<file path="config.mk">
export PLATFORM = sky130hd
export DESIGN_NAME = bcd_disp_mux_flat
export DESIGN_NICKNAME = d
export VERILOG_FILES = /design/src/rtl/bcd_disp_mux_pkg.sv /design/src/rtl/bcd_disp_mux_if.sv /design/src/rtl/bcd_disp_mux_bcd_to_sseg.sv /design/src/rtl/bcd_disp_mux.sv /design/src/flat_wrapper.sv
export SDC_FILE = /design/constraint.sdc
export NUM_CORES = 1
export LEC_CHECK = 0
export BUFFER_PORTS_ARGS = -buffer_cell sky130_fd_sc_hd__clkbuf_2
export CAP_MARGIN = 20
export CORE_ASPECT_RATIO = 0.5
export CORE_MARGIN = 8
export CORE_UTILIZATION = 60
export DETAILED_ROUTE_END_ITERATION = 10
export HOLD_SLACK_MARGIN = 0.1
export PLACE_DENSITY_LB_ADDON = 0.1
export SYNTH_ARGS = -nofsm -noshare
export SYNTH_HDL_FRONTEND = slang
export SYNTH_SLANG_ARGS = --single-unit
</file>
<file path="constraint.sdc">
create_clock -name clk -period 6.3 [get_ports clk]
set_clock_uncertainty 0.15 [all_clocks]
set_input_delay 0.315 -clock clk [delete_from_list [all_inputs] [get_ports clk]]
set_output_delay 0.315 -clock clk [all_outputs]
set_load 0.02 [all_outputs]
</file>
<file path="src/rtl/bcd_disp_mux_pkg.sv">
// Shared 7-segment display types and active-low glyph constants.
// Segment order is {g,f,e,d,c,b,a}; a 0 bit lights the segment.
package disp_pkg;

   typedef logic [6:0] seg7_t;
   typedef logic [1:0] digit_idx_t;

   localparam int unsigned NUM_DIGITS = 4;

   localparam seg7_t SEG_BLANK = 7'h7F;
   localparam seg7_t SEG_DASH  = 7'h3F;

   localparam seg7_t SEG_0 = 7'h40;
   localparam seg7_t SEG_1 = 7'h79;
   localparam seg7_t SEG_2 = 7'h24;
   localparam seg7_t SEG_3 = 7'h30;
   localparam seg7_t SEG_4 = 7'h19;
   localparam seg7_t SEG_5 = 7'h12;
   localparam seg7_t SEG_6 = 7'h02;
   localparam seg7_t SEG_7 = 7'h78;
   localparam seg7_t SEG_8 = 7'h00;
   localparam seg7_t SEG_9 = 7'h10;

   // Active-low anode pattern that enables only digit idx.
   function automatic logic [NUM_DIGITS-1:0] anode_sel(input digit_idx_t idx);
      return ~(NUM_DIGITS'(1) << idx);
   endfunction

endpackage

</file>
<file path="src/rtl/bcd_disp_mux_if.sv">
// BCD digit bus from a counter/timer plus the multiplexed display pins.
// The producer uses master; the display multiplexer uses slave.
interface bcd_disp_mux_if;

   logic [3:0] d3;
   logic [3:0] d2;
   logic [3:0] d1;
   logic [3:0] d0;
   logic [3:0] dp_in;
   logic [3:0] blank;
   logic [3:0] an;
   logic [7:0] sseg;
   logic       frame_tick;

   modport master (
      output d3, d2, d1, d0, dp_in, blank,
      input  an, sseg, frame_tick
   );

   modport slave (
      input  d3, d2, d1, d0, dp_in, blank,
      output an, sseg, frame_tick
   );

endinterface

</file>
<file path="src/rtl/bcd_disp_mux_bcd_to_sseg.sv">
// Combinational BCD to active-low 7-segment decoder; codes 10..15 show a dash.
module bcd_to_sseg
   import disp_pkg::*;
(
   input  logic [3:0] bcd,
   output seg7_t      seg
);

   always_comb begin
      seg = SEG_DASH;
      case (bcd)
         4'd0: seg = SEG_0;
         4'd1: seg = SEG_1;
         4'd2: seg = SEG_2;
         4'd3: seg = SEG_3;
         4'd4: seg = SEG_4;
         4'd5: seg = SEG_5;
         4'd6: seg = SEG_6;
         4'd7: seg = SEG_7;
         4'd8: seg = SEG_8;
         4'd9: seg = SEG_9;
         default: seg = SEG_DASH;
      endcase
   end

endmodule

</file>
<file path="src/rtl/bcd_disp_mux.sv">
// Four-digit common-anode display multiplexer with once-per-frame input snapshot.
// Optional macro LEADING_ZERO_BLANK_EN darkens leading zero digits 3..1.
module bcd_disp_mux
   import disp_pkg::*;
#(
   parameter int unsigned REFRESH_DIV = 250000
) (
   input  logic           clk,
   input  logic           reset,
   bcd_disp_mux_if.slave  bus
);

   localparam int unsigned CNT_W = $clog2(REFRESH_DIV);
   localparam logic [CNT_W-1:0] CNT_LAST = CNT_W'(REFRESH_DIV - 1);

   logic [CNT_W-1:0] cnt_q, cnt_d;
   digit_idx_t       idx_q, idx_d;
   logic             first_q, first_d;
   logic [3:0][3:0]  dig_q, dig_d;
   logic [3:0]       dp_q, dp_d;
   logic [3:0]       blank_q, blank_d;
   logic             ft_q, ft_d;
   logic [3:0]       an_q, an_d;
   logic [7:0]       sseg_q, sseg_d;

   logic             term;
   logic             capture;
   logic [3:0]       lead_blank;
   seg7_t            glyph;

   always_comb begin
      term    = (cnt_q == CNT_LAST);
      cnt_d   = term ? '0 : cnt_q + CNT_W'(1);
      idx_d   = term ? idx_q + digit_idx_t'(1) : idx_q;
      // first_q forces a capture on the very first cycle out of reset
      capture = first_q | (term & (idx_q == digit_idx_t'(3)));
      first_d = 1'b0;
      ft_d    = capture;
      dig_d   = capture ? {bus.d3, bus.d2, bus.d1, bus.d0} : dig_q;
      dp_d    = capture ? bus.dp_in : dp_q;
      blank_d = capture ? bus.blank : blank_q;
   end

   bcd_to_sseg u_dec (
      .bcd (dig_q[idx_q]),
      .seg (glyph)
   );

   always_comb begin
      lead_blank = '0;
`ifdef LEADING_ZERO_BLANK_EN
      lead_blank[3] = (dig_q[3] == 4'd0);
      lead_blank[2] = lead_blank[3] & (dig_q[2] == 4'd0);
      lead_blank[1] = lead_blank[2] & (dig_q[1] == 4'd0);
`endif
   end

   always_comb begin
      an_d   = '1;
      sseg_d = '1;
      // Hold the display dark until the first snapshot has landed
      if (!first_q) begin
         an_d = anode_sel(idx_q);
         if (blank_q[idx_q])
            sseg_d = '1;
         else if (lead_blank[idx_q])
            sseg_d = {~dp_q[idx_q], SEG_BLANK};
         else
            sseg_d = {~dp_q[idx_q], glyph};
      end
   end

   always_ff @(posedge clk) begin
      if (reset) begin
         cnt_q   <= '0;
         idx_q   <= '0;
         first_q <= 1'b1;
         dig_q   <= '0;
         dp_q    <= '0;
         blank_q <= '0;
         ft_q    <= 1'b0;
         an_q    <= '1;
         sseg_q  <= '1;
      end else begin
         cnt_q   <= cnt_d;
         idx_q   <= idx_d;
         first_q <= first_d;
         dig_q   <= dig_d;
         dp_q    <= dp_d;
         blank_q <= blank_d;
         ft_q    <= ft_d;
         an_q    <= an_d;
         sseg_q  <= sseg_d;
      end
   end

   assign bus.an         = an_q;
   assign bus.sseg       = sseg_q;
   assign bus.frame_tick = ft_q;

endmodule

</file>
<file path="src/flat_wrapper.sv">
// flat-port wrapper written by rule: the top's interface ports become plain ports
module bcd_disp_mux_flat import disp_pkg::*;
#(
   parameter int unsigned REFRESH_DIV = 250000
)
  (clk, reset, bus_d3, bus_d2, bus_d1, bus_d0, bus_dp_in, bus_blank, bus_an, bus_sseg, bus_frame_tick);
  bcd_disp_mux_if bus_i ();
  input  logic clk;
  input  logic reset;
  input wire logic [$bits(bus_i.d3)-1:0] bus_d3;
  input wire logic [$bits(bus_i.d2)-1:0] bus_d2;
  input wire logic [$bits(bus_i.d1)-1:0] bus_d1;
  input wire logic [$bits(bus_i.d0)-1:0] bus_d0;
  input wire logic [$bits(bus_i.dp_in)-1:0] bus_dp_in;
  input wire logic [$bits(bus_i.blank)-1:0] bus_blank;
  output wire logic [$bits(bus_i.an)-1:0] bus_an;
  output wire logic [$bits(bus_i.sseg)-1:0] bus_sseg;
  output wire logic [$bits(bus_i.frame_tick)-1:0] bus_frame_tick;
  assign bus_i.d3 = bus_d3;
  assign bus_i.d2 = bus_d2;
  assign bus_i.d1 = bus_d1;
  assign bus_i.d0 = bus_d0;
  assign bus_i.dp_in = bus_dp_in;
  assign bus_i.blank = bus_blank;
  assign bus_an = bus_i.an;
  assign bus_sseg = bus_i.sseg;
  assign bus_frame_tick = bus_i.frame_tick;
  bcd_disp_mux #(.REFRESH_DIV(REFRESH_DIV)) u_core (.clk(clk), .reset(reset), .bus(bus_i));
endmodule
</file>
==> summary.txt <==
STA
  • Period utilisation layout: 37.55%
  • TNS Setup: 0 ns
  • Tmin final: 2.366 ns
  • Pins Over Slew Limit: 0
  • Final setup vio count: 0
  • Worst-Margin Slew: 0.7319 ns
  • Final Hold Viols: 0
  • RSZ-0062 raised after global routing: false
  • F_max: 0.4227 GHz
  • Slew HR: 51.20%

Cells and area
  • # fillers: 316
  • Multi-input logic area: 1443 sq um
  • Syn-to-layout area delta: 21.32%
  • Register area: 1161 sq um
  • Finished Cell Area: 3303 sq um
  • Final Util: 75.39%
  • Nets: 367
  • Most common cell after layout, fill and taps aside: dfxtp_1
  • Ratio of cells with drive above 1 in the final layout: 19.94%
  • Most frequent cells in the layout: dfxtp_1 (58), nand2b_1 (50), clkbuf_2 (38)
  • ANT cells: 0

Synthesis
  • Post-synthesis simple-gate area fraction: 24.49%
  • Cells after synthesis: 273
  • Register area share after synthesis: 42.65%
  • Synth Area in Compound Gates: 4.733%
  • Ys Warns: 0
  • Number of synthesized register bits: 58
  • Mapped Area: 2723 sq um
  • Largest family of logic cells by synthesized area: simple AND/OR/NAND/NOR gates
  • Mux contribution to synthesized area: 15.30%
  • Synthesized Nets: 309
  • Synth Area in XOR/XNOR: 3.860%
  • Netlist cell types: 36
  • Post-synthesis adder-cell area fraction: 4.596%
  • Syn avg cell area: 9.973 sq um

Die
  • Core box area: 4382 sq um
  • Initial Util: 62.14%
  • Die width: 111.3 um
  • Die Ht: 63.63 um
  • Die ar.: 7080 sq um
  • Row count: 17
  • I/O pin count: 39

Power
  • Power Dens Cells: 227.5 nW/um^2
  • Leakage: 1.369 nW
  • Max VDD drop: 0.0001336 V

Detailed routing
  • Via density: 5.115
  • Antenna-violating nets left: 0
  • DR iter-0 viols: 59
  • Routed vias: 2,010
  • DRT Pass-1 Iters: 4
  • Routed length per placed instance: 13.32 um
  • Final wirelength: 5236 um
  • DR DRC count: 0

Clock tree
  • CTS Sinks: 58
  • Clock Pin Slew Worst Setup and Hold Paths: 0.06 ns
  • Clk buf depth: 2
  • Total CTS buffers: 9
  • Buffer count from post-CTS setup fixing: 0
  • CTS root buf: clkbuf_8
  • CTS tree: yes
  • Clock latency on the worst-skew pair: 0.33 ns
  • H-tree levels: 3

Critical path
  • Top fanout value on the critical path: 10
  • Cells along the critical path: mux4_2 > inv_1 > ha_1 > inv_1 > mux2_2 > mux2i_1 > nand2_1
  • Crit start category: register
  • CP max stage delay: 0.66 ns
  • Worst path required time: 6.35 ns
  • Arrival time worst endpoint: 2.42 ns
  • Worst path slowest cell: dfxtp_1
  • Setup crit end kind: register
  • Crit path kind: reg -> reg
  • Most frequent CP cell: inv_1

GRT
  • Global-route usage over all layers: 15.90%
  • Vias in the first global route: 2,167
  • Antenna violations before repair: 0
  • GRT overflow: 0
  • Largest net degree at the start of global routing: 56
  • Global-route wire length before repair: 9246 um

Place
  • HPWL Detailed: 3641 um
  • Placed cell area: 2899 sq um
  • GPL Wtd Cong: 0.7925
  • Port bufs: 38

Hold path
  • Hold Crit Class: in -> reg

Job
  • Max-cap violations: 0

Status
  • Status: finished clean
## state kept, by name (all words and copies together) (netlist names)
name                   flops
u_core.blank_q             4
u_core.first_q             1
u_core.idx_q               2
u_core.dp_q                4
u_core.dig_q              16
u_core.bus.sseg            8
u_core.cnt_q              18
u_core.bus.frame_tick      1
u_core.bus.an              4
## metal layers
layer	GRT usage, %	share of wire [%]
met5	0	0
met4	8.237	1.5
met3	6.138	3.9
met2	29.59	53
met1	15.08	42
## power breakdown
part           total [mW]  internal [mW]  leakage (nW)  switching (mW)
Sequential          0.391          0.383         0.475         0.00852
Clock               0.282          0.152        0.0872           0.130
Combinational      0.0788         0.0421         0.807          0.0367
Total               0.752          0.576          1.37           0.175
## logic make-up after synthesis
group / count (synthesis)
XOR/XNOR: 12
buffers and inverters: 23
multiplexers: 34
adder cells (fa/ha/maj): 10
AO/OA/AOI/OAI: 21
AND/OR/NAND/NOR: 115
flip-flops: 58
## through the flow
| stage | cells | power [mW] | setup WS, ns | hold slack, ns |
|---|---|---|---|---|
| finish | 393 | 0.7516 | 3.934 | 0.1104 |
| global route | 393 | 0.7884 | 3.747 | 0.1105 |
| floorplan | 273 | 0.4463 | 4.271 | 0.1927 |
| CTS | 392 | 0.7605 | 3.911 | 0.1007 |
| global placement | 354 | 0.4628 | 4.013 | 0.2872 |
| detailed placement | 354 | 0.4663 | 3.920 | 0.3036 |
## what timing repair did
item | 4_1_cts | 5_1_grt
endpoints found under the hold margin | 22 | 0
hold buffers | 22 | 0
gates resized for setup | 0 | 0
## synth_stat cells
cell type / n / share of area, %
dfxtp_1: 58 / 43
nand2b_1: 50 / 11
mux2i_1: 27 / 9.9
nor2_1: 21 / 2.9
nand2_1: 11 / 1.5
ha_1: 10 / 4.6
inv_1: 9 / 1.2
nand3_1: 9 / 1.7
o21ai_0: 8 / 1.5
xor2_1: 8 / 2.6
clkbuf_1: 7 / 0.97
a21oi_1: 6 / 1.1
mux4_2: 6 / 5.0
nand4_1: 6 / 1.4
xnor2_1: 4 / 1.3
and3_1: 3 / 0.69
buf_6: 3 / 1.2
o21ai_1: 3 / 0.55
or3_1: 3 / 0.69
a21o_1: 2 / 0.55
buf_2: 2 / 0.37
buf_4: 2 / 0.55
nor2b_1: 2 / 0.46
a31oi_4: 1 / 0.78
and2_2: 1 / 0.28
and4_1: 1 / 0.32
and4_2: 1 / 0.37
and4_4: 1 / 0.41
mux2_2: 1 / 0.41
nand4_4: 1 / 0.78
nor3_2: 1 / 0.37
nor4_1: 1 / 0.23
nor4_2: 1 / 0.46
o31ai_1: 1 / 0.28
or2_2: 1 / 0.23
or4_1: 1 / 0.28
## area by class of cell
cell class | instances | share of cell area, %
Tap cell | 57 | 2.159
Clock inverter | 3 | 0.4545
Multi-Input combinational cell | 192 | 43.67
Clock buffer | 13 | 4.508
Sequential cell | 58 | 35.15
Timing Repair Buffer | 61 | 13.03
Inverter | 9 | 1.023
## worst max-delay path, delay by kind of cell, from the launching register on
family                   cells  cell delay, ns
AND/OR/NAND/NOR              1            0.06
flip-flops                   1            0.66
buffers and inverters        2            0.19
adder cells (fa/ha/maj)      1            0.16
multiplexers                 3            1.02
## path summary, 6_finish.rpt
path | from | to | slack, ns | cells past startpoint
max | u_core.idx_q[0] | u_core.bus.sseg[4] | 3.93 | 7
min | bus_blank[2] | u_core.blank_q[2] | 0.11 | 3
min reg2reg | u_core.cnt_q[0] | u_core.cnt_q[0] | 0.31 | 1
max reg2reg | u_core.idx_q[0] | u_core.bus.sseg[4] | 3.93 | 7
Power figures use the tool's default switching activity.
